$ cat src/rtl/filtro_chaves_io.sv
// Multi-channel switch conditioner: 2-flop synchronizer, counting debouncer,
// and a registered output stage with press, release, level and auto-repeat modes.
module filtro_chaves_io #(
  parameter int N_CH      = 4,
  parameter int DEB_CYC   = 4,
  parameter int REP_DELAY = 10,
  parameter int REP_CYC   = 5
) (
  input  logic            clk,
  input  logic            rst,
  input  logic [N_CH-1:0] switch,
  input  logic [1:0]      mode,
  output logic [N_CH-1:0] saida,
  output logic [N_CH-1:0] estavel
);

  localparam int DW      = $clog2(DEB_CYC) + 1;
  localparam int REP_MAX = (REP_DELAY > REP_CYC) ? REP_DELAY : REP_CYC;
  localparam int RW      = $clog2(REP_MAX) + 1;

  localparam logic [DW-1:0] DEB_LAST   = DW'(DEB_CYC - 1);
  localparam logic [RW-1:0] DELAY_LAST = RW'(REP_DELAY - 1);
  localparam logic [RW-1:0] CYC_LAST   = RW'(REP_CYC - 1);

  localparam logic [1:0] MODE_PRESS   = 2'd0;
  localparam logic [1:0] MODE_RELEASE = 2'd1;
  localparam logic [1:0] MODE_LEVEL   = 2'd2;

  typedef enum logic [1:0] {
    IDLE   = 2'd0,
    FIRST  = 2'd1,
    REPEAT = 2'd2
  } rep_state_t;

  logic [N_CH-1:0] sync_meta;
  logic [N_CH-1:0] sync_s;

  always_ff @(posedge clk or posedge rst) begin
    if (rst) begin
      sync_meta <= '0;
      sync_s    <= '0;
    end else begin
      sync_meta <= switch;
      sync_s    <= sync_meta;
    end
  end

  generate
    for (genvar gi = 0; gi < N_CH; gi++) begin : g_ch
      logic [DW-1:0] deb_cnt_reg, deb_cnt_next;
      logic          est_reg, est_next;
      logic          press_ev, release_ev;
      rep_state_t    rep_state_reg, rep_state_next;
      logic [RW-1:0] rep_cnt_reg, rep_cnt_next;
      logic          rep_pulse;
      logic          saida_reg, saida_next;

      // Any sample equal to the accepted level restarts the count, so glitches
      // shorter than DEB_CYC samples never reach the terminal count.
      always_comb begin
        deb_cnt_next = '0;
        est_next     = est_reg;
        if (sync_s[gi] != est_reg) begin
          if (deb_cnt_reg == DEB_LAST) begin
            est_next = sync_s[gi];
          end else begin
            deb_cnt_next = deb_cnt_reg + DW'(1);
          end
        end
      end

      assign press_ev   = est_next & ~est_reg;
      assign release_ev = ~est_next & est_reg;

      // Repeat timer runs only while held in mode 3; leaving either condition
      // drops straight back to IDLE without a final pulse.
      always_comb begin
        rep_state_next = rep_state_reg;
        rep_cnt_next   = rep_cnt_reg;
        rep_pulse      = 1'b0;
        if ((mode != 2'd3) || !est_next) begin
          rep_state_next = IDLE;
          rep_cnt_next   = '0;
        end else begin
          case (rep_state_reg)
            IDLE: begin
              if (press_ev) begin
                rep_state_next = FIRST;
                rep_cnt_next   = '0;
              end
            end
            FIRST: begin
              if (rep_cnt_reg == DELAY_LAST) begin
                rep_state_next = REPEAT;
                rep_cnt_next   = '0;
                rep_pulse      = 1'b1;
              end else begin
                rep_cnt_next = rep_cnt_reg + RW'(1);
              end
            end
            REPEAT: begin
              if (rep_cnt_reg == CYC_LAST) begin
                rep_cnt_next = '0;
                rep_pulse    = 1'b1;
              end else begin
                rep_cnt_next = rep_cnt_reg + RW'(1);
              end
            end
            default: begin
              rep_state_next = IDLE;
              rep_cnt_next   = '0;
            end
          endcase
        end
      end

      always_comb begin
        saida_next = 1'b0;
        case (mode)
          MODE_PRESS:   saida_next = press_ev;
          MODE_RELEASE: saida_next = release_ev;
          MODE_LEVEL:   saida_next = est_next;
          default:      saida_next = press_ev | rep_pulse;
        endcase
      end

      always_ff @(posedge clk or posedge rst) begin
        if (rst) begin
          deb_cnt_reg   <= '0;
          est_reg       <= 1'b0;
          rep_state_reg <= IDLE;
          rep_cnt_reg   <= '0;
          saida_reg     <= 1'b0;
        end else begin
          deb_cnt_reg   <= deb_cnt_next;
          est_reg       <= est_next;
          rep_state_reg <= rep_state_next;
          rep_cnt_reg   <= rep_cnt_next;
          saida_reg     <= saida_next;
        end
      end

      assign estavel[gi] = est_reg;
      assign saida[gi]   = saida_reg;
    end
  endgenerate

endmodule
$ cat config.mk
export PLATFORM = sky130hd
export DESIGN_NAME = filtro_chaves_io
export DESIGN_NICKNAME = d
export VERILOG_FILES = /design/src/rtl/filtro_chaves_io.sv
export SDC_FILE = /design/constraint.sdc
export NUM_CORES = 1
export LEC_CHECK = 0
export CAP_MARGIN = 5
export CORE_MARGIN = 2
export CORE_UTILIZATION = 55
export CTS_CLUSTER_DIAMETER = 50
export DETAILED_ROUTE_END_ITERATION = 8
export PLACE_DENSITY = 0.79
export SKIP_LAST_GASP = 1
export SLEW_MARGIN = 10
export SYNTH_ARGS = -nofsm -noshare
export SYNTH_HDL_FRONTEND = slang
export SYNTH_SLANG_ARGS = --single-unit
$ cat constraint.sdc
create_clock -name clk -period 2.1 [get_ports clk]
set_input_delay 0.42 -clock clk [delete_from_list [all_inputs] [get_ports clk]]
set_output_delay 0.42 -clock clk [all_outputs]
set_load 0.01 [all_outputs]
==> reports/qor.yml, run 1 <==
final_layout:
  finalNonFillerCells: 423
  multi_input_area_sq_mm: 0.00163
  nets: 390
  postLayoutCellArea_sq_mm: 0.00362
  largest_reg_flops: 20
  layout-drive-gt1-share: 0.0969
  area_growth_pct: 11.9
  diodes: 0
  nFillCells: 462
  regArea_sq_mm: 0.00140
yosys:
  synth_warnings: 0
  synth_ff_type: "dfrtp_1"
  ys_ff_latch: 56
  synth_cells: 324
  syn_avg_cell_area_sq_um: 10.0
  synth-edff-count: 0
  syn_area_sq_mm: 0.00324
  synth.distinct_cells: 55
  synth_nets: 364
  ys_seq_area_frac: 0.433
  synthArstFlopShare: 1.00
detailed_routing:
  drt_drc_violations_left: 0
  viasPerCell: 5.52
  num_vias: 2333
  drtIter0Drc: 164
  dr.pass1.iters: 4
  wl_per_cell_um: 13.4
  wl_um: 5680
  final_antenna_net_count: 0
clock_tree:
  cts_root_buffer: "clkbuf_8"
  cts.clk_slew.worst_paths_ns: 0.10
  h-tree-depth: 2
  cts_tree: "built"
  clockBufferDepth: 2
  insertion_delay_ns: 0.31
  cts_sinks: 56
  numCtsBuffers: 5
setup_path:
  crit_arrival_ns: 2.27
  worstSetupEndpointType: "flop"
  path_class: "reg -> reg"
  critPathMaxFanout: 6
  cp.required_ns: 2.36
  cp-start-kind: "flop"
grt:
  grt_pass1_vias: 2159
  grtUsageTotal: 0.195
  grt_pass1_wl_um: 9780
  antenna_found_initial: 0
  grt-ovfl-total: 0
  grt_max_degree: 30
power:
  finalPower_mw: 2.74
  pwr_density_cell_mw_per_mm2: 756
  power_frac_comb: 0.285
  netSwitchingPower_mw: 0.874
  intPower_mw: 1.86
  power_leakage_nw: 1.64
  seqPwrFrac: 0.491
  peakVddDrop_mv: 0.397
  swShare: 0.319
  power.share.clock: 0.224
sta:
  final.setup_skew_ns: 0.00599
  setup_viol: 0
  finalHoldViolCount: 0
  fin_ws_ns: 0.0902
  period_needed_ns: 2.01
  rsz0062_at_grt: "false"
  maxSlewViolCount: 0
  fin_crit_sh: 0.957
  max_slew.worst_pin.slew_ns: 0.531
  max_freq_mhz: 498
  max_slew_margin: 0.646
die:
  core_area_sq_mm: 0.00561
  die_y_um: 80.7
  rows: 27
  fp.dieW_um: 80.7
  ioPinCount: 16
  dieArea_sq_mm: 0.00652
  start_util: 0.578
min_path:
  holdCritPathClass: "reg -> reg"
placed_design:
  hpwl_um: 4400
  gp_congestion: 0.826
  io_buffer_count: 15
  post_dp_cell_area_sq_mm: 0.00352
  place_ws_ns: -0.0672
  place_inst: 415
job:
  drv_cap: 0
run_status:
  status: "complete, no violations"
## layout make-up
cell class / instances / share of cell area
clock inverter: 2 / 0.00276
inverter: 33 / 0.0342
multi-input combinational: 223 / 0.451
timing repair buffer: 31 / 0.0780
tap: 72 / 0.0249
clock buffer: 6 / 0.0228
sequential: 56 / 0.387
## metrics by stage
stage	hold slack, ns	TNS [ns]	util
4_1_cts	0.366	0	0.645
2_1_floorplan	0.331	0	-
6_report	0.360	0	0.646
5_1_grt	0.375	0	0.646
3_3_place_gp	0.333	0	0.628
3_5_place_dp	0.343	-0.0988	0.628
## Yosys cell counts, drive strengths merged, types with 3 or more instances
| library cell | count | area (sq um) |
|---|---|---|
| dfrtp | 56 | 1400 |
| inv | 33 | 124 |
| ha | 32 | 400 |
| nand2 | 31 | 116 |
| a21oi | 17 | 85.1 |
| nor2 | 16 | 60.1 |
| nor3 | 16 | 80.1 |
| o21ai | 15 | 75.1 |
| nand3 | 13 | 65.1 |
| buf | 9 | 65.1 |
| nor3b | 9 | 67.6 |
| nor2b | 7 | 46.3 |
| a21o | 6 | 45.0 |
| mux2i | 6 | 60.1 |
| a22o | 5 | 43.8 |
| nand4bb | 4 | 45.0 |
| xnor2 | 4 | 35.0 |
| clkbuf | 3 | 25.0 |
| nand2b | 3 | 18.8 |
| nor4bb | 3 | 30.0 |
## metal layers
metal	global-route usage	wire, um	up-vias
met5	0	0	-
met4	0.0661	83	0
met3	0.0333	143	7
met2	0.315	2680	28
met1	0.269	2770	1113
li1	-	-	1185
## worst paths after layout
check	from	end	slack [ns]	cells past startpoint
max	g_ch[2].rep_cnt_reg[0]	g_ch[2].rep_cnt_reg[2]	0.09	6
min	sync_meta[2]	sync_s[2]	0.36	0
max reg2reg	g_ch[2].rep_cnt_reg[0]	g_ch[2].rep_cnt_reg[2]	0.09	6
min reg2reg	sync_meta[2]	sync_s[2]	0.36	0
max in group asynchronous	rst	g_ch[0].saida_reg	1.22	3
min in group asynchronous	rst	g_ch[1].rep_cnt_reg[4]	0.39	2
## power by group through the flow
stage	Sequential, mW	Combinational, mW	Clock [mW]
floorplan	1.31	0.599	0
global placement	1.36	0.762	0
detailed placement	1.37	0.786	0
CTS	1.35	0.788	0.643
global route	1.37	0.885	0.683
finish	1.35	0.780	0.612
## worst max-delay path, cell delays in order (launching register included)
cell      delay, ns
dfrtp_1        0.44
ha_1           0.21
and4bb_1       0.22
o21ba_4        0.22
or4b_4         0.54
nor4b_4        0.22
a21o_1         0.10
## logic make-up after synthesis
logic type	after synthesis	share of synthesized area
compound gates	63	0.139
buf+inv	45	0.0660
fa+ha+maj	33	0.127
flops	56	0.433
xor+xnor	4	0.0108
mux	8	0.0255
simple gates	115	0.199
## layout by cell type (no fill, tap or decap), types with 2 or more instances in the layout
master,synthesis,final
nor2b_1,6,6
dfrtp_1,56,56
mux2_2,2,2
nand2b_1,3,3
clkinv_2,0,2
a221o_1,2,2
nand3_1,13,13
buf_4,8,15
nor3_1,16,16
clkbuf_8,1,6
xnor2_1,4,4
a21o_1,6,6
a21oi_1,17,17
nor2_1,16,16
ha_1,32,32
nor4bb_1,3,3
clkdlybuf4s50_1,0,15
a22o_1,5,5
o22ai_1,2,2
inv_1,33,32
o21ai_1,3,3
o2111a_1,2,2
mux2i_1,6,6
and2_1,2,2
nor3b_1,9,9
nand2_1,31,31
nand4bb_1,4,4
nand4_1,2,2
o21ai_0,12,12
## what timing repair did
action | CTS | global route
gates resized for setup | 0 | 1
setup buffers | 0 | 0
endpoints found under the hold margin | 0 | 0
setup endpoints to repair | 0 | 1
hold buffers | 0 | 0
(Power assumes the default switching activity.)
==> run 2: changes to the inputs <==
Settings changed: SKIP_CTS_REPAIR_TIMING from default to 1.
==> results of run 2 <==
Final layout, timing and power as in run 1 (identical DEF).
==> run 3: changes to the inputs <==
Settings changed: CORE_UTILIZATION 55 to 63, DONT_BUFFER_PORTS from default to 1, PLACE_DENSITY 0.79 to 0.84, SLEW_MARGIN 10 to 30.
==> reports/qor.yml, run 3 (synthesis results as in run 1) <==
placed_design:
  place_ws_ns: 0.0938  # was -0.0672 ns
  hpwl_um: 4060  # was 4400 um
  gp_congestion: 0.813  # was 0.826
  io_buffer_count: 0  # was 15
  place_inst: 386  # was 415
grt:
  grt-ovfl-total: 0  # unchanged
  antenna_found_initial: 0  # unchanged
  grt_pass1_wl_um: 9580  # was 9780 um
  grt_max_degree: 57  # was 30
  grtUsageTotal: 0.220  # was 0.195
  grt_pass1_vias: 2195  # was 2159
setup_path:
  cp-start-kind: "flop"  # unchanged
  reg2reg_from: "g_ch[2].rep_cnt_reg[0]"  # unchanged
  worstSetupEndpointType: "flop"  # unchanged
  crit_path_cell_trace: "ha_1, and4bb_1, o21ba_4, or4b_4, nor4b_4, a21o_1"  # unchanged
  reg2reg_depth: 6  # unchanged
  path_delay_family: "simple AND/OR/NAND/NOR gates"  # unchanged
  critPathBufInv: 0  # unchanged
  rrSetupSlack_ns: 0.06  # was 0.09 ns
  startpoint: "g_ch[2].rep_cnt_reg[0]"  # unchanged
  path_class: "reg -> reg"  # unchanged
  crit_arrival_ns: 2.31  # was 2.27 ns
  crit_cells: 6  # unchanged
  critical-path-max-stage-delay_ns: 0.54  # about the same
  critPathMaxFanout: 6  # unchanged
  cp-endpoint: "g_ch[2].rep_cnt_reg[2]"  # unchanged
  reg2reg_to: "g_ch[2].rep_cnt_reg[2]"  # unchanged
  cp.required_ns: 2.37  # was 2.36 ns
  cp_slowest_cell: "or4b_4"  # unchanged
clock_tree:
  insertion_delay_ns: 0.32  # was 0.31 ns
  cts_sinks: 56  # unchanged
  numCtsBuffers: 5  # unchanged
  cts_tree: "built"  # unchanged
  cts.clk_slew.worst_paths_ns: 0.11  # was 0.10 ns
  cts_root_buffer: "clkbuf_8"  # unchanged
  clockBufferDepth: 2  # unchanged
  h-tree-depth: 2  # unchanged
power:
  power.share.clock: 0.239  # was 0.224
  pwr_density_cell_mw_per_mm2: 755  # was 756 mW/mm^2
  seqPwrFrac: 0.540  # was 0.491
  intPower_mw: 1.70  # was 1.86 mW
  peakVddDrop_mv: 0.479  # was 0.397 mV
  power_frac_comb: 0.221  # was 0.285
  netSwitchingPower_mw: 0.856  # was 0.874 mW
  power_leakage_nw: 1.52  # was 1.64 nW
  swShare: 0.335  # was 0.319
detailed_routing:
  wl_per_cell_um: 13.9  # was 13.4 um
  dr.pass1.iters: 4  # unchanged
  num_vias: 2254  # was 2333
  final_antenna_net_count: 0  # unchanged
  wl_um: 5470  # was 5680 um
  drt_drc_violations_left: 0  # unchanged
  drtIter0Drc: 131  # was 164
  viasPerCell: 5.72  # was 5.52
die:
  start_util: 0.642  # was 0.578
  die_y_um: 75.7  # was 80.7 um
  core_area_sq_mm: 0.00504  # was 0.00561 sq mm
  ioPinCount: 16  # unchanged
  fp.dieW_um: 75.7  # was 80.7 um
  dieArea_sq_mm: 0.00573  # was 0.00652 sq mm
  rows: 26  # was 27
final_layout:
  mostFrequentLayoutCells: "dfrtp_1 (56), inv_1 (32), ha_1 (32)"  # unchanged
  nets: 363  # was 390
  area_growth_pct: 4.44  # was 11.9%
  largest_reg_flops: 20  # unchanged
  finalNonFillerCells: 394  # was 423
  layout-drive-gt1-share: 0.0679  # was 0.0969
  fin_util: 0.671  # was 0.646
  regArea_sq_mm: 0.00140  # unchanged
  diodes: 0  # unchanged
  nFillCells: 374  # was 462
  multi_input_area_sq_mm: 0.00163  # unchanged
  final_common_cell: "dfrtp_1"  # unchanged
sta:
  fin_crit_sh: 0.972  # was 0.957
  final.setup_skew_ns: 0.0156  # was 0.00599 ns
  rsz0062_at_grt: "true"  # was false
  max_freq_mhz: 490  # was 498 MHz
  tns_ns: 0  # unchanged
  fin_ws_ns: 0.0595  # was 0.0902 ns
  maxSlewViolCount: 0  # unchanged
  max_slew_margin: 0.635  # was 0.646
  period_needed_ns: 2.04  # was 2.01 ns
  setup_viol: 0  # unchanged
  finalHoldViolCount: 0  # unchanged
  max_slew.worst_pin.slew_ns: 0.548  # was 0.531 ns
min_path:
  holdCritPathClass: "in -> async"  # was reg -> reg
run_status:
  status: "complete, no violations"  # unchanged
job:
  drv_cap: 0  # unchanged
-- run 3: final cells by class --
cell class	instances	share of cell area
Clock buffer	5	0.0203
Clock inverter	3	0.00777
Multi-Input combinational cell	223	0.483
Inverter	33	0.0366
Timing Repair Buffer	4	0.0126
Tap cell	70	0.0259
Sequential cell	56	0.414
-- run 3: worst min-delay path by stage --
| stage | end | from | depth (start not counted) |
|---|---|---|---|
| after global placement | sync_s[2] | sync_meta[2] | 0 |
| after global routing | sync_meta[2] | rst | 2 |
| final | sync_meta[2] | rst | 2 |
| after floorplan | sync_s[0] | sync_meta[0] | 0 |
| after detailed placement | sync_s[2] | sync_meta[2] | 0 |
| after CTS | sync_meta[2] | rst | 2 |
-- run 3: stage by stage --
| stage | area (sq um) | power [mW] | hold WS (ns) |
|---|---|---|---|
| finish | 3380 | 2.56 | 0.00724 |
| global route | 3380 | 2.74 | 0.0271 |
| CTS | 3370 | 2.59 | 0.0184 |
| detailed placement | 3280 | 1.97 | 0.336 |
| global placement | 3280 | 1.95 | 0.333 |
| floorplan | 3240 | 1.91 | 0.331 |
-- run 3: per-layer routing --
metal,track usage,wire length (um),vias to the layer above
met5,0,0,-
met4,0.0643,79,0
met3,0.0556,199,7
met2,0.378,2620,35
met1,0.274,2570,1090
li1,-,-,1122
-- run 3: power groups by stage --
stage | clock network (mW) | registers (mW) | logic (mW)
final | 0.611 | 1.38 | 0.565
after global routing | 0.675 | 1.40 | 0.658
after CTS | 0.638 | 1.38 | 0.567
after detailed placement | 0 | 1.40 | 0.564
after global placement | 0 | 1.40 | 0.549
after floorplan | 0 | 1.31 | 0.599
